### src/rtl/clock_set_if.sv
// Bundles the clock-setting controller's button, tick and time-bus signals.
// master drives buttons, tick and cur_time; slave is the controller.
interface clock_set_if;
    logic        tick_1hz;
    logic        btn_mode;
    logic        btn_inc;
    logic [23:0] cur_time;
    logic        run_en;
    logic        load;
    logic [23:0] load_val;
    logic [23:0] edit_time;
    logic [5:0]  blink_mask;
    logic [1:0]  state_o;

    modport master (
        output tick_1hz, btn_mode, btn_inc, cur_time,
        input  run_en, load, load_val, edit_time, blink_mask, state_o
    );

    modport slave (
        input  tick_1hz, btn_mode, btn_inc, cur_time,
        output run_en, load, load_val, edit_time, blink_mask, state_o
    );
endinterface

### src/rtl/clock_set_ctrl.sv
// Two-button time-setting controller: debounced mode/inc buttons walk HH/MM/SS fields,
// edit in BCD, then commit with a one-cycle load pulse or abort on inactivity timeout.
module clock_set_ctrl #(
    parameter int unsigned DEB_CYCLES = 16,
    parameter int unsigned TIMEOUT_S  = 10
) (
    input logic        clk,
    input logic        rst,
    clock_set_if.slave bus
);

    localparam int unsigned DW = $clog2(DEB_CYCLES + 1);
    localparam int unsigned TW = $clog2(TIMEOUT_S + 1);

    typedef enum logic [2:0] {StRun, StSetHh, StSetMm, StSetSs, StCommit} state_e;

    // Bit 0 = mode button, bit 1 = inc button.
    logic [1:0]    sync1_q, sync1_d, sync2_q, sync2_d;
    logic [1:0]    sync_vld_q, sync_vld_d;
    logic [1:0]    lvl_q, lvl_d, armed_q, armed_d, press_q, press_d;
    logic [DW-1:0] deb_cnt_q [2];
    logic [DW-1:0] deb_cnt_d [2];

    state_e        state_q, state_d;
    logic [23:0]   edit_q, edit_d, load_val_q, load_val_d;
    logic          phase_q, phase_d;
    logic [TW-1:0] tmo_q, tmo_d;

    logic mode_p, inc_p, any_p, tick;

    function automatic logic [7:0] bcd_inc(input logic [7:0] v, input logic is_hr);
        logic [7:0] lim;
        lim = is_hr ? 8'h23 : 8'h59;
        if (v == lim) return 8'h00;
        else if (v[3:0] == 4'd9) return {v[7:4] + 4'd1, 4'd0};
        else return {v[7:4], v[3:0] + 4'd1};
    endfunction

    // A button only arms once its synchronized level has been seen low after reset,
    // so a button held through reset release cannot generate a press.
    always_comb begin
        sync1_d    = {bus.btn_inc, bus.btn_mode};
        sync2_d    = sync1_q;
        sync_vld_d = {sync_vld_q[0], 1'b1};
        lvl_d      = lvl_q;
        armed_d    = armed_q | ({2{sync_vld_q[1]}} & ~sync2_q);
        press_d    = '0;
        for (int i = 0; i < 2; i++) begin
            deb_cnt_d[i] = '0;
            if (sync2_q[i] != lvl_q[i]) begin
                if (deb_cnt_q[i] == DW'(DEB_CYCLES - 1)) lvl_d[i] = sync2_q[i];
                else deb_cnt_d[i] = deb_cnt_q[i] + DW'(1);
            end
            press_d[i] = lvl_d[i] & ~lvl_q[i] & armed_q[i];
        end
    end

    assign mode_p = press_q[0];
    assign inc_p  = press_q[1] & ~press_q[0];
    assign any_p  = |press_q;
    assign tick   = bus.tick_1hz;

    always_comb begin
        state_d    = state_q;
        edit_d     = edit_q;
        load_val_d = load_val_q;
        phase_d    = phase_q;
        tmo_d      = tmo_q;
        case (state_q)
            StRun: begin
                edit_d  = bus.cur_time;
                phase_d = 1'b0;
                tmo_d   = '0;
                if (mode_p) state_d = StSetHh;
            end
            StSetHh, StSetMm, StSetSs: begin
                if (tick) phase_d = ~phase_q;
                if (any_p) tmo_d = '0;
                else if (tick) tmo_d = tmo_q + TW'(1);
                if (mode_p) begin
                    case (state_q)
                        StSetHh: state_d = StSetMm;
                        StSetMm: state_d = StSetSs;
                        default: begin
                            state_d    = StCommit;
                            load_val_d = edit_q;
                        end
                    endcase
                end else if (inc_p) begin
                    case (state_q)
                        StSetHh: edit_d[23:16] = bcd_inc(edit_q[23:16], 1'b1);
                        StSetMm: edit_d[15:8]  = bcd_inc(edit_q[15:8], 1'b0);
                        default: edit_d[7:0]   = bcd_inc(edit_q[7:0], 1'b0);
                    endcase
                end else if (tick && tmo_q == TW'(TIMEOUT_S - 1)) begin
                    state_d = StRun;
                    tmo_d   = '0;
                    phase_d = 1'b0;
                end
            end
            default: state_d = StRun;
        endcase
    end

    always_ff @(posedge clk) begin
        if (!rst) begin
            sync1_q    <= '0;
            sync2_q    <= '0;
            sync_vld_q <= '0;
            lvl_q      <= '0;
            armed_q    <= '0;
            press_q    <= '0;
            for (int i = 0; i < 2; i++) deb_cnt_q[i] <= '0;
            state_q    <= StRun;
            edit_q     <= '0;
            load_val_q <= '0;
            phase_q    <= 1'b0;
            tmo_q      <= '0;
        end else begin
            sync1_q    <= sync1_d;
            sync2_q    <= sync2_d;
            sync_vld_q <= sync_vld_d;
            lvl_q      <= lvl_d;
            armed_q    <= armed_d;
            press_q    <= press_d;
            for (int i = 0; i < 2; i++) deb_cnt_q[i] <= deb_cnt_d[i];
            state_q    <= state_d;
            edit_q     <= edit_d;
            load_val_q <= load_val_d;
            phase_q    <= phase_d;
            tmo_q      <= tmo_d;
        end
    end

    always_comb begin
        bus.blink_mask = '0;
        bus.state_o    = 2'd0;
        case (state_q)
            StSetHh: begin
                bus.state_o    = 2'd1;
                bus.blink_mask = {{2{phase_q}}, 4'b0000};
            end
            StSetMm: begin
                bus.state_o    = 2'd2;
                bus.blink_mask = {2'b00, {2{phase_q}}, 2'b00};
            end
            StSetSs: begin
                bus.state_o    = 2'd3;
                bus.blink_mask = {4'b0000, {2{phase_q}}};
            end
            default: ;
        endcase
    end

    assign bus.run_en    = (state_q == StRun);
    // A reset arriving during COMMIT suppresses the pulse so the abort is clean.
    assign bus.load      = (state_q == StCommit) & rst;
    assign bus.load_val  = load_val_q;
    assign bus.edit_time = edit_q;

endmodule

### src/flat_wrapper.sv
// flat-port wrapper written by rule: the top's interface ports become plain ports
module clock_set_ctrl_flat 
#(
    parameter int unsigned DEB_CYCLES = 16,
    parameter int unsigned TIMEOUT_S  = 10
)
  (clk, rst, bus_tick_1hz, bus_btn_mode, bus_btn_inc, bus_cur_time, bus_run_en, bus_load, bus_load_val, bus_edit_time, bus_blink_mask, bus_state_o);
  clock_set_if bus_i ();
  input logic clk;
  input logic rst;
  input wire logic [$bits(bus_i.tick_1hz)-1:0] bus_tick_1hz;
  input wire logic [$bits(bus_i.btn_mode)-1:0] bus_btn_mode;
  input wire logic [$bits(bus_i.btn_inc)-1:0] bus_btn_inc;
  input wire logic [$bits(bus_i.cur_time)-1:0] bus_cur_time;
  output wire logic [$bits(bus_i.run_en)-1:0] bus_run_en;
  output wire logic [$bits(bus_i.load)-1:0] bus_load;
  output wire logic [$bits(bus_i.load_val)-1:0] bus_load_val;
  output wire logic [$bits(bus_i.edit_time)-1:0] bus_edit_time;
  output wire logic [$bits(bus_i.blink_mask)-1:0] bus_blink_mask;
  output wire logic [$bits(bus_i.state_o)-1:0] bus_state_o;
  assign bus_i.tick_1hz = bus_tick_1hz;
  assign bus_i.btn_mode = bus_btn_mode;
  assign bus_i.btn_inc = bus_btn_inc;
  assign bus_i.cur_time = bus_cur_time;
  assign bus_run_en = bus_i.run_en;
  assign bus_load = bus_i.load;
  assign bus_load_val = bus_i.load_val;
  assign bus_edit_time = bus_i.edit_time;
  assign bus_blink_mask = bus_i.blink_mask;
  assign bus_state_o = bus_i.state_o;
  clock_set_ctrl #(.DEB_CYCLES(DEB_CYCLES), .TIMEOUT_S(TIMEOUT_S)) u_core (.clk(clk), .rst(rst), .bus(bus_i));
endmodule
### config.mk
export PLATFORM = sky130hd
export DESIGN_NAME = clock_set_ctrl_flat
export DESIGN_NICKNAME = d
export VERILOG_FILES = /design/src/rtl/clock_set_if.sv /design/src/rtl/clock_set_ctrl.sv /design/src/flat_wrapper.sv
export SDC_FILE = /design/constraint.sdc
export NUM_CORES = 1
export LEC_CHECK = 0
export ABC_AREA = 0
export CAP_MARGIN = 20
export CORE_MARGIN = 1.5
export CORE_UTILIZATION = 45
export CTS_BUF_LIST = sky130_fd_sc_hd__clkbuf_16
export DETAILED_ROUTE_END_ITERATION = 16
export PLACE_DENSITY = 0.73
export SETUP_SLACK_MARGIN = 0.2
export SLEW_MARGIN = 20
export SYNTH_ARGS = -nofsm -noshare
export SYNTH_HDL_FRONTEND = slang
export SYNTH_SLANG_ARGS = --single-unit
### constraint.sdc
create_clock -name clk -period 5 [get_ports clk]
set_input_delay 1 -clock clk [delete_from_list [all_inputs] [get_ports clk]]
set_output_delay 1 -clock clk [all_outputs]
set_load 0.03 [all_outputs]
Yosys cells after proc, flatten, opt, wreduce, memory -nomap -nowiden
Memory sizes are Yosys's and may differ from the RTL's.
Cells that the tools add are included.
{"block": "totals", "out_inout_bits": 58, "inputBits": 29, "regBits": 68, "elab_cells": 127, "mem_bits_rw": 10, "memories": 1}
{"block": "op_classes", "muxes": 44, "add_sub_neg": 9, "n_bitwise": 16, "reduce_logical": 14, "eq_ne": 26}
{"name": "u_core.deb_cnt_q", "depth": 2, "width": 5, "rd": 2, "rd_ports_with_merged_regs": 0, "write_ports": 2, "line": "clock_set_ctrl.sv:21", "text": "logic [DW-1:0] deb_cnt_q [2];"}
{"cell": "8-bit two-way mux", "n": 9}
{"cell": "24-bit two-way mux", "n": 2}
{"cell": "24-bit case mux with 2 select lines", "n": 1}
{"cell": "5-bit two-way mux", "n": 6}
{"cell": "4-bit by 1-bit adder with 4-bit output (second input constant)", "n": 7}
{"cell": "4-bit two-way mux", "n": 5}
{"cell": "6-bit case mux with 3 select lines", "n": 1}
{"cell": "4-bit == test (second input constant)", "n": 4}
{"cell": "8-bit by 7-bit == test with 1-bit output (second input constant)", "n": 2}
{"cell": "5-bit AND reduction", "n": 3}
{"cell": "3-bit two-way mux", "n": 4}
{"cell": "3-bit by 1-bit inequality test with 1-bit output (second input constant)", "n": 4}
{"cell": "3-bit case mux with 2 select lines", "n": 2}
{"cell": "4-bit AND reduction", "n": 3}
{"cell": "1-bit two-way mux", "n": 11}
{"cell": "5-bit by 1-bit adder with 5-bit output (second input constant)", "n": 2}
{"cell": "5-bit by 4-bit == test with 1-bit output (second input constant)", "n": 2}
{"cell": "8-bit by 6-bit == test with 1-bit output (second input constant)", "n": 1}
{"cell": "2-bit by 1-bit inequality test with 1-bit output (second input constant)", "n": 4}
{"cell": "4-bit case mux with 2 select lines", "n": 1}
{"cell": "1-bit AND", "n": 6}
{"cell": "3-bit by 2-bit == test with 1-bit output (second input constant)", "n": 2}
{"cell": "2-bit case mux with 3 select lines", "n": 1}
{"cell": "3-bit AND reduction", "n": 2}
{"cell": "16 further kinds", "n": 24}

Longest topological paths before layout
Gate-level depths: netlist (run 1).
{"block": "logic_depth", "ltp_word": 7, "depth_mapped": 7, "ltp_nobuf": 6}

Worst setup path after synthesis (run 1)
OpenSTA, ideal clock, no wires.
{"block": "synth_timing", "path_kind": "input -> output", "start": "in rst", "end": "out bus_load", "required_ns": 4.000, "path_buffers": 1, "t_arrival_ns": 1.609, "slack_ns": 2.391, "path_stages": 2, "path_cell_list": "clkbuf_1 -> and3_1"}
{"block": "synth_between", "elab_chain_len": 1}
{"element": "start: declaration", "line": "flat_wrapper.sv:10", "text": "input logic rst;"}
{"element": "1-bit AND", "line": "clock_set_ctrl.sv:157", "text": "assign bus.load = (state_q == StCommit) & rst;"}
{"element": "end: declaration", "line": "flat_wrapper.sv:16", "text": "output wire logic [$bits(bus_i.load)-1:0] bus_load;"}
Every way passes these cells.

Worst setup path after layout (run 1)
Same ends and word-level chain as after synthesis.

==> flow_metrics.tcl, run 1 <==
set metrics [dict create \
    status "complete, no violations" \
    report.final.slew_viol_count 0 \
    total_power_w 0.00149 \
    netlist.top_cell.by_area "sky130_fd_sc_hd__dfxtp_1" \
    delay_of_the_slowest_critical_path_stage_ns 0.68 \
    yosysSeqAreaShare_pct 42.1 \
    clk_transition_reported_paths_ns 0.06 \
    count_of_cells_along_the_worst_register_to_register_path 4 \
    category_of_the_most_critical_setup_path "input port to output pin" \
    cp_cell_sequence "clkdlybuf4s50_1 -> and3_1 -> clkdlybuf4s50_1" \
    cts_sinks 78 \
    timing_worst_slew_pin_value_ns 0.975 \
    post_route_cells_drive_above_1_share_pct 7.11 \
    critPathBufInv 2 \
    core_region_area_um2 7850 \
    setup.worst_path.end "bus_load" \
    chipHeight_um 93.8 \
    final_common_cell "sky130_fd_sc_hd__clkdlybuf4s50_1" \
    final_cell_mix "sky130_fd_sc_hd__clkdlybuf4s50_1 (86), sky130_fd_sc_hd__dfxtp_1 (78), sky130_fd_sc_hd__nand2_1 (65), sky130_fd_sc_hd__a21oi_1 (55), sky130_fd_sc_hd__nor2_1 (28)" \
    avgViaCountPerCell 5.36 \
    grt_util_all_layers_pct 21.0 \
    reg2reg_to "u_core.bus.load_val[14]" \
    synthesis_warning_total 0 \
    postCtsSetupRepairBufs 0 \
    synth-edff-count 0 \
    fp-row-count 32 \
    detailedRoute.firstPassIterationCount 4 \
    crit_fanout 2 \
    fp.dieArea_um2 8790 \
    timing.critical_path.max_delay_family "buffers and inverters" \
    io_pins 87 \
    routed_wl_mm 8.70 \
    slew-limit-headroom_pct 35.0 \
    area_growth_syn_to_layout_pct 31.4 \
    die_width_um 93.8 \
    gr-total-overflow 0 \
    finalCriticalPeriod_ns 3.36 \
    quantity_of_gates_resized_following_cts 0 \
    cts_max_path_buffers 2 \
    min_period_over_period_pct 67.3 \
    worst_path_max_delay_cell "sky130_fd_sc_hd__clkdlybuf4s50_1" \
    worst_skew_pair.late_latency_ns 0.34 \
    grt_setup_unrepaired "false" \
    p_per_area_nw_per_um2 306 \
    timing_hold_violations_final 0 \
    h-tree-depth 3 \
    numCtsBuffers 9 \
    worst-path-stages 3 \
    detailed_route_wire_length_per_cell_um 14.3 \
    fmax_ghz 0.297 \
    final_setup_violations 0 \
    postLayoutCellArea_um2 4870 \
    ys_seq_elements 78 \
    reg2reg_slack_ns 2.80 \
    p_leak_nw 1.78 \
    synthesis.area_per_instance_um2 8.68 \
    place_congestion 0.879 \
    endpoint_kind "output pin" \
    tns_ns 0 \
    crit-reg2reg-launch "u_core.state_q[0]" \
    post-route-drc-count 0 \
    cap_violations 0 \
    cts_tree "yes" \
    hold_path.class "flip-flop to flip-flop" \
    detailedRoute.firstIterationViolations 136 \
    worst_ep_required_time_ns 4.00 \
    share_of_flip_flops_with_an_asynchronous_set_or_reset_pct 0 \
    postSynth.topFlopCell "sky130_fd_sc_hd__dfxtp_1" \
    ir_drop_v 0.000179 \
    postSynthNetCount 474 \
    yosysTopAreaCellShare_pct 42.1 \
    critPathLaunchType "input port" \
    fillerInstances 685 \
    cts-root-buf "sky130_fd_sc_hd__clkbuf_16" \
    first_pass_grt_wire_length_mm 14.6 \
    netlist_top_cells_area "sky130_fd_sc_hd__dfxtp_1 (42%), sky130_fd_sc_hd__a21oi_1 (7.4%), sky130_fd_sc_hd__nand2_1 (6.6%)" \
    nets 548 \
    number_of_nets_with_antenna_violations_after_detailed_routing 0 \
    worst_path_most_repeated_cell "sky130_fd_sc_hd__clkdlybuf4s50_1" \
    crit_start "rst" \
    finClkSkew_ns 0.00440 \
    io_buffer_count 86 \
    antenna_cells_inserted 0 \
    first_global_vias 3100 \
    grt_max_degree 35 \
    netlist_area_um2 3710 \
    dr_total_vias 3260 \
    antenna_violations_before_repair 0 \
    cts_hold_repair.buffers 0 \
    cp_data_arrival_time_ns 2.36 \
    postPlaceCellArea_um2 4540 \
    synthDistinctLibCells 58 \
    syn-instance-count 427 \
    floorplan.initialDensity_pct 47.2 \
    detailedPlacementHpwl_mm 6.07 \
]
-- synthesized netlist by cell type (6+ instances only) --
master,instances
sky130_fd_sc_hd__inv_1,19
sky130_fd_sc_hd__a21oi_1,55
sky130_fd_sc_hd__dfxtp_1,78
sky130_fd_sc_hd__nand3_1,11
sky130_fd_sc_hd__o21ai_0,17
sky130_fd_sc_hd__clkbuf_1,13
sky130_fd_sc_hd__and2_1,6
sky130_fd_sc_hd__ha_1,18
sky130_fd_sc_hd__a2bb2oi_1,7
sky130_fd_sc_hd__and3_1,6
sky130_fd_sc_hd__nand2_1,65
sky130_fd_sc_hd__xnor2_1,9
sky130_fd_sc_hd__nor2_1,28
sky130_fd_sc_hd__nor3_1,6
sky130_fd_sc_hd__nand3b_1,6
-- worst reg2reg max path, cell delays in order (launching register included) --
cell and delay [ns]:
sky130_fd_sc_hd__dfxtp_1 0.57, sky130_fd_sc_hd__nor2b_1 0.38, sky130_fd_sc_hd__and3_1 0.86, sky130_fd_sc_hd__nand2_1 0.16, sky130_fd_sc_hd__a21oi_1 0.15
-- metal layers --
metal | wire (um) | track usage [%] | vias up
li1 | - | - | 1643
met1 | 3990 | 26.7 | 1499
met2 | 3970 | 33.8 | 102
met3 | 596 | 5.18 | 16
met4 | 138 | 8.96 | 0
met5 | 0 | 0 | -
-- where the power goes --
part | switching, W | internal (W)
Combinational | 0.0000568 | 0.0000599
Sequential | 0.0000216 | 0.000636
Clock | 0.000274 | 0.000444
Total | 0.000353 | 0.00114
-- metrics by stage --
| step | instances | hold slack [ns] | utilization, % | setup WS, ns |
|---|---|---|---|---|
| 2_1_floorplan | 427 | 0.412 | - | 2.39 |
| 3_3_place_gp | 592 | 0.415 | 57.8 | 1.63 |
| 3_5_place_dp | 592 | 0.423 | 57.8 | 1.64 |
| 4_1_cts | 608 | 0.441 | 62.0 | 1.64 |
| 5_1_grt | 608 | 0.446 | 62.1 | 1.60 |
| 6_report | 608 | 0.439 | 62.1 | 1.64 |
-- cells by family (layout without fill, tap and decap cells) --
logic type                 after synthesis  in the layout  synth area share, %
and+or+nand+nor                        158            158                 21.3
DFF                                     78             78                 42.1
adders and majority gates               18             18                 6.08
buffers and inverters                   45            124                 6.75
xor gates and xnor gates                14             14                 3.31
muxes                                    3              3                0.810
AOI/OAI and AO/OA                      111            111                 19.7
-- how the worst min path moves through the flow --
stage	cells after the start	start	slack, ns	endpoint
floorplan	1	u_core.sync1_q[0]	0.41	u_core.sync2_q[0]
global placement	1	u_core.sync_vld_q[0]	0.42	u_core.sync_vld_q[1]
detailed placement	1	u_core.sync1_q[0]	0.42	u_core.sync2_q[0]
CTS	1	u_core.sync1_q[0]	0.44	u_core.sync2_q[0]
global route	1	u_core.sync1_q[0]	0.45	u_core.sync2_q[0]
finish	1	u_core.sync1_q[0]	0.44	u_core.sync2_q[0]
-- state kept, by name, summed over array words and instances (netlist names) --
register,cells
u_core.armed_q,2
u_core.sync2_q,2
u_core.deb_cnt_q,10
u_core.bus.load_val,24
u_core.press_q,2
u_core.sync_vld_q,2
u_core.bus.edit_time,24
u_core.phase_q,1
u_core.state_q,3
u_core.tmo_q,4
u_core.sync1_q,2
u_core.lvl_q,2
-- area by class of cell --
cell class                      count  area, um2  share of cell area (%)
Clock inverter                      7        103                    2.11
Sequential cell                    78       1560                    32.0
Clock buffer                        9        225                    4.62
Timing Repair Buffer               89        883                    18.1
Tap cell                          102        128                    2.62
Multi-Input combinational cell    304       1900                    39.0
Inverter                           19       71.3                    1.46
(Power assumes the default switching activity.)
==> run 2, diff against run 1 <==
clock period = 3.5 ns   (was 5 ns; I/O delays follow)
==> run 2 against run 1 <==
Compared with the run above: clock skew grew 0.0025 ns; largest power group is now registers; clock power grew 15%; critical path depth is the same; highest routed layer unchanged; count of clock-buffer cells in the layout is the same; first-iteration DRC count grew 5.1%; worst hold slack lost 0.0096 ns; flip-flop and latch count is the same.
==> flow_metrics.tcl, run 2 (synthesis results as in run 1) <==
set metrics [dict create \
    internal_pwr_total_w 0.00147 \
    avgViaCountPerCell 5.39 \
    finClkSkew_ns 0.00692 \
    cp_data_arrival_time_ns 2.12 \
    first_pass_grt_wire_length_mm 14.7 \
    dr_total_vias 3287 \
    number_of_nets_with_antenna_violations_after_detailed_routing 0 \
    detailedPlacementHpwl_mm 6.20 \
    power_frac_seq_pct 48.6 \
    io_pins 87 \
    place_congestion 0.852 \
    antenna_cells_inserted 0 \
    final_common_cell "sky130_fd_sc_hd__clkdlybuf4s50_1" \
    fp.dieArea_um2 8790 \
    h-tree-depth 3 \
    category_of_the_most_critical_setup_path "flip-flop to output pin" \
    critPathLaunchType "flip-flop" \
    crit-reg2reg-launch "u_core.state_q[0]" \
    multiInputGateArea_um2 1900 \
    cts_hold_repair.buffers 0 \
    p_per_area_nw_per_um2 401 \
    gr-total-overflow 0 \
    detailedRoute.firstPassIterationCount 4 \
    clk_transition_reported_paths_ns 0.06 \
    numCtsBuffers 9 \
    detailed_route_wire_length_per_cell_um 14.7 \
    antenna_violations_before_repair 0 \
    holdPathEnd "u_core.sync_vld_q[1]" \
    area.sequential_um2 1560 \
    report.final.slew_viol_count 0 \
    hold_path.startpoint "u_core.sync_vld_q[0]" \
    finalCriticalPeriod_ns 2.82 \
    hold_path.class "flip-flop to flip-flop" \
    postCtsSetupRepairBufs 0 \
    fmax_ghz 0.355 \
    core_region_area_um2 7850 \
    timing_hold_violations_final 0 \
    total_power_w 0.00193 \
    ir_drop_v 0.000238 \
    io_buffer_count 86 \
    slew-limit-headroom_pct 34.2 \
    cap_violations 0 \
    crit_fanout 11 \
    routed_wl_mm 8.99 \
    cts-root-buf "sky130_fd_sc_hd__clkbuf_16" \
    switching_power_w 0.000464 \
    worst_skew_pair.late_latency_ns 0.33 \
    quantity_of_gates_resized_following_cts 0 \
    tns_ns 0 \
    final_setup_violations 0 \
    grt_util_all_layers_pct 21.2 \
    final_cell_mix "sky130_fd_sc_hd__clkdlybuf4s50_1 (85), sky130_fd_sc_hd__dfxtp_1 (78), sky130_fd_sc_hd__nand2_1 (65), sky130_fd_sc_hd__a21oi_1 (55), sky130_fd_sc_hd__nor2_1 (28)" \
    pre_cts_ws_ns 0.740 \
    timing_worst_slew_pin_value_ns 0.988 \
    p_leak_nw 1.76 \
    die_width_um 93.8 \
    endpoint_kind "output pin" \
    fp-row-count 32 \
    power.combinational.fraction_pct 8.7 \
    area_growth_syn_to_layout_pct 30.0 \
    worst_ep_required_time_ns 2.80 \
    grt_max_degree 36 \
    floorplan.initialDensity_pct 47.2 \
    post_route_cells_drive_above_1_share_pct 7.09 \
    status "complete, no violations" \
    reg2reg_slack_ns 1.34 \
    cts_sinks 78 \
    hold_path_depth 1 \
    p_sw_share_pct 24.0 \
    reg2reg_to "u_core.bus.load_val[21]" \
    nets 550 \
    fillerInstances 721 \
    clockPowerShare_pct 42.7 \
    first_global_vias 3162 \
    cts_tree "yes" \
    post-route-drc-count 0 \
    grt_setup_unrepaired "false" \
    chipHeight_um 93.8 \
    count_of_cells_along_the_worst_register_to_register_path 4 \
    cts_max_path_buffers 2 \
    setup_slack_ns 0.681 \
    min_period_over_period_pct 80.5 \
    detailedRoute.firstIterationViolations 143 \
]
==> run 2: area by class of cell <==
type,instances,area share [%]
clock buffer,9,4.67
clock inverter,7,0.908
inverter,19,1.48
multi-input combinational,304,39.3
sequential,78,32.4
tap,102,2.65
timing repair buffer,91,18.6
==> run 2: per-stage QoR <==
step           area [um2]  utilization (%)  cells  hold WS (ns)
2_1_floorplan        3710                -    427         0.412
3_3_place_gp         4550             58.0    594         0.417
3_5_place_dp         4550             58.0    594         0.421
4_1_cts              4820             61.4    610         0.431
5_1_grt              4820             61.4    610         0.450
6_report             4820             61.4    610         0.430
==> run 2: per-layer routing <==
metal | vias up | share of wire (%) | global-route usage, %
met1 | 1555 | 45 | 26.4
met3 | 10 | 5.4 | 5.99
met4 | 0 | 1.3 | 6.97
met2 | 89 | 49 | 35.3
met5 | - | 0 | 0
li1 | 1633 | - | -
==> run 2: power by group through the flow <==
stage | Combinational [W] | Clock (W) | Sequential [W]
2_1_floorplan | 0.0000632 | 0 | 0.000979
3_3_place_gp | 0.000163 | 0 | 0.000959
3_5_place_dp | 0.000167 | 0 | 0.000959
4_1_cts | 0.000168 | 0.000841 | 0.000940
5_1_grt | 0.000180 | 0.000883 | 0.000944
6_report | 0.000168 | 0.000825 | 0.000940
==> run 2: worst max path at each step <==
stage	end	from	slack, ns	cells after the start
2_1_floorplan	bus_blink_mask[5]	u_core.state_q[2]	1.22	3
3_3_place_gp	u_core.press_q[0]	rst	0.85	5
3_5_place_dp	u_core.press_q[0]	rst	0.74	5
4_1_cts	bus_blink_mask[5]	u_core.state_q[0]	0.66	3
5_1_grt	bus_blink_mask[5]	u_core.state_q[0]	0.53	3
6_report	bus_blink_mask[5]	u_core.state_q[0]	0.68	3
==> run 2: worst max-delay path, cell delays in order, from the launching register on <==
cell and delay (ns):
sky130_fd_sc_hd__dfxtp_1 0.56, sky130_fd_sc_hd__nor2b_1 0.33, sky130_fd_sc_hd__and3b_1 0.23, sky130_fd_sc_hd__clkdlybuf4s50_1 0.68
==> run 3, diff against run 2 <==
clock period = 2.64 ns   (was 3.5 ns; I/O delays follow)
==> run 3 against run 2 <==
Compared with the run above: clock power grew 44%; sequential power grew 33%; worst hold slack gained 0.0035 ns; routed wire length grew 1.6%; count of clock-buffer cells in the layout is the same; critical endpoint is now bus_state_o[1]; highest routed layer unchanged.
==> flow_metrics.tcl, run 3 (synthesis results as in run 1) <==
set metrics [dict create \
    status "complete, no violations" \
    grt_util_all_layers_pct 21.4 \
    fmax_ghz 0.434 \
    switching_power_w 0.000683 \
    detailedRoute.firstPassIterationCount 4 \
    cp_data_arrival_time_ns 1.77 \
    fp.dieArea_um2 8790 \
    delay_of_the_slowest_critical_path_stage_ns 0.72 \
    post-route-drc-count 0 \
    antenna_cells_inserted 0 \
    crit-reg2reg-launch "u_core.bus.edit_time[21]" \
    number_of_nets_with_antenna_violations_after_detailed_routing 0 \
    antenna_violations_before_repair 0 \
    crit_fanout 16 \
    clockPowerShare_pct 44.8 \
    grt_setup_unrepaired "false" \
    endpoint_kind "output pin" \
    place_congestion 0.860 \
    holdPathEnd "u_core.sync2_q[1]" \
    core_region_area_um2 7850 \
    avgViaCountPerCell 5.40 \
    power.combinational.fraction_pct 8.4 \
    timing_worst_slew_pin_value_ns 0.660 \
    slew-limit-headroom_pct 56.0 \
    dr_total_vias 3312 \
    finClkSkew_ns 0.00591 \
    hold_path.startpoint "u_core.sync1_q[1]" \
    floorplan.initialDensity_pct 47.2 \
    cts_tree "yes" \
    detailedPlacementHpwl_mm 6.46 \
    reg2reg_slack_ns 0.58 \
    first_global_vias 3128 \
    numCtsBuffers 9 \
    fp-row-count 32 \
    postCtsSetupRepairBufs 0 \
    count_of_cells_along_the_worst_register_to_register_path 5 \
    io_pins 87 \
    cap_violations 0 \
    routed_wl_mm 9.13 \
    worst_skew_pair.late_latency_ns 0.33 \
    nets 553 \
    cts_sinks 78 \
    area_growth_syn_to_layout_pct 31.9 \
    worst_path_max_delay_cell "sky130_fd_sc_hd__clkdlybuf4s50_1" \
    cts-root-buf "sky130_fd_sc_hd__clkbuf_16" \
    detailedRoute.firstIterationViolations 136 \
    final_setup_violations 0 \
    internal_pwr_total_w 0.00198 \
    chipHeight_um 93.8 \
    first_pass_grt_wire_length_mm 14.8 \
    grt_max_degree 33 \
    cp_cell_sequence "buf_4 -> nor2b_1 -> clkdlybuf4s50_1" \
    reg2reg_to "u_core.bus.edit_time[23]" \
    total_power_w 0.00266 \
    post_route_cells_drive_above_1_share_pct 8.41 \
    power_frac_seq_pct 46.8 \
    h-tree-depth 3 \
    critPathLaunchType "flip-flop" \
    p_leak_nw 1.86 \
    worst_ep_required_time_ns 2.11 \
    io_buffer_count 86 \
    finalCriticalPeriod_ns 2.30 \
    clk_transition_reported_paths_ns 0.07 \
    final_common_cell "sky130_fd_sc_hd__clkdlybuf4s50_1" \
    cts_max_path_buffers 2 \
    hold_path.class "flip-flop to flip-flop" \
    final_cell_mix "sky130_fd_sc_hd__clkdlybuf4s50_1 (78), sky130_fd_sc_hd__dfxtp_1 (77), sky130_fd_sc_hd__nand2_1 (65), sky130_fd_sc_hd__a21oi_1 (55), sky130_fd_sc_hd__nor2_1 (28)" \
    category_of_the_most_critical_setup_path "flip-flop to output pin" \
    p_sw_share_pct 25.7 \
    tns_ns 0 \
    min_period_over_period_pct 87.2 \
    detailed_route_wire_length_per_cell_um 14.9 \
    p_per_area_nw_per_um2 544 \
    ir_drop_v 0.000346 \
    timing_hold_violations_final 0 \
    report.final.slew_viol_count 0 \
    gr-total-overflow 0 \
    fillerInstances 696 \
    hold_path_depth 1 \
    die_width_um 93.8 \
]
-- run 3: how the worst max path moves through the flow --
stage / from / to / slack, ns / cells past startpoint
2_1_floorplan: u_core.state_q[2] / bus_blink_mask[5] / 0.53 / 3
3_3_place_gp: u_core.state_q[0] / bus_blink_mask[4] / 0.42 / 3
3_5_place_dp: u_core.state_q[0] / bus_blink_mask[5] / 0.36 / 3
4_1_cts: u_core.state_q[0] / bus_blink_mask[5] / 0.14 / 3
5_1_grt: u_core.state_q[1] / bus_state_o[1] / 0.27 / 3
6_report: u_core.state_q[1] / bus_state_o[1] / 0.34 / 3
-- run 3: area by class of cell --
class / instances / area (um2) / area share [%]
Timing Repair Buffer: 94 / 933 / 19.1
Clock inverter: 7 / 63.8 / 1.31
Clock buffer: 9 / 225 / 4.61
Sequential cell: 78 / 1560 / 32.0
Inverter: 19 / 71.3 / 1.46
Multi-Input combinational cell: 304 / 1910 / 39.0
Tap cell: 102 / 128 / 2.61
-- run 3: layer usage --
layer  share of wire, %  wire, um  track usage (%)
met4                1.2       114             7.59
met2                 48      4360             34.1
met3                6.8       620             5.26
met1                 44      4040             28.2
met5                  0         0                0
-- run 3: timing repair --
item / in CTS / in global routing
gates cloned: 0 / 0
endpoints found under the setup margin: 8 / 3
hold buffers: 0 / 0
resized for setup: 5 / 4
-- run 3: critical path, delay by kind of cell (launching register included) --
family / cells / cell delay, ns
flip-flops: 1 / 0.32
AND/OR/NAND/NOR: 1 / 0.18
buffers and inverters: 2 / 0.94
-- run 3: stage by stage --
stage / setup slack (ns) / cells / hold slack, ns / area, um2 / utilization, %
finish: 0.337 / 613 / 0.433 / 4890 / 62.3
global route: 0.272 / 613 / 0.447 / 4890 / 62.3
CTS: 0.136 / 613 / 0.434 / 4870 / 62.1
detailed placement: 0.365 / 597 / 0.420 / 4590 / 58.5
global placement: 0.420 / 597 / 0.417 / 4590 / 58.5
floorplan: 0.527 / 427 / 0.412 / 3710 / -
-- run 3: power by group through the flow --
stage / Clock, W / Combinational, W / Sequential (W)
final: 0.00119 / 0.000223 / 0.00125
after global routing: 0.00126 / 0.000239 / 0.00125
after CTS: 0.00121 / 0.000224 / 0.00124
after detailed placement: 0 / 0.000223 / 0.00127
after global placement: 0 / 0.000220 / 0.00127
after floorplan: 0 / 0.0000838 / 0.00130
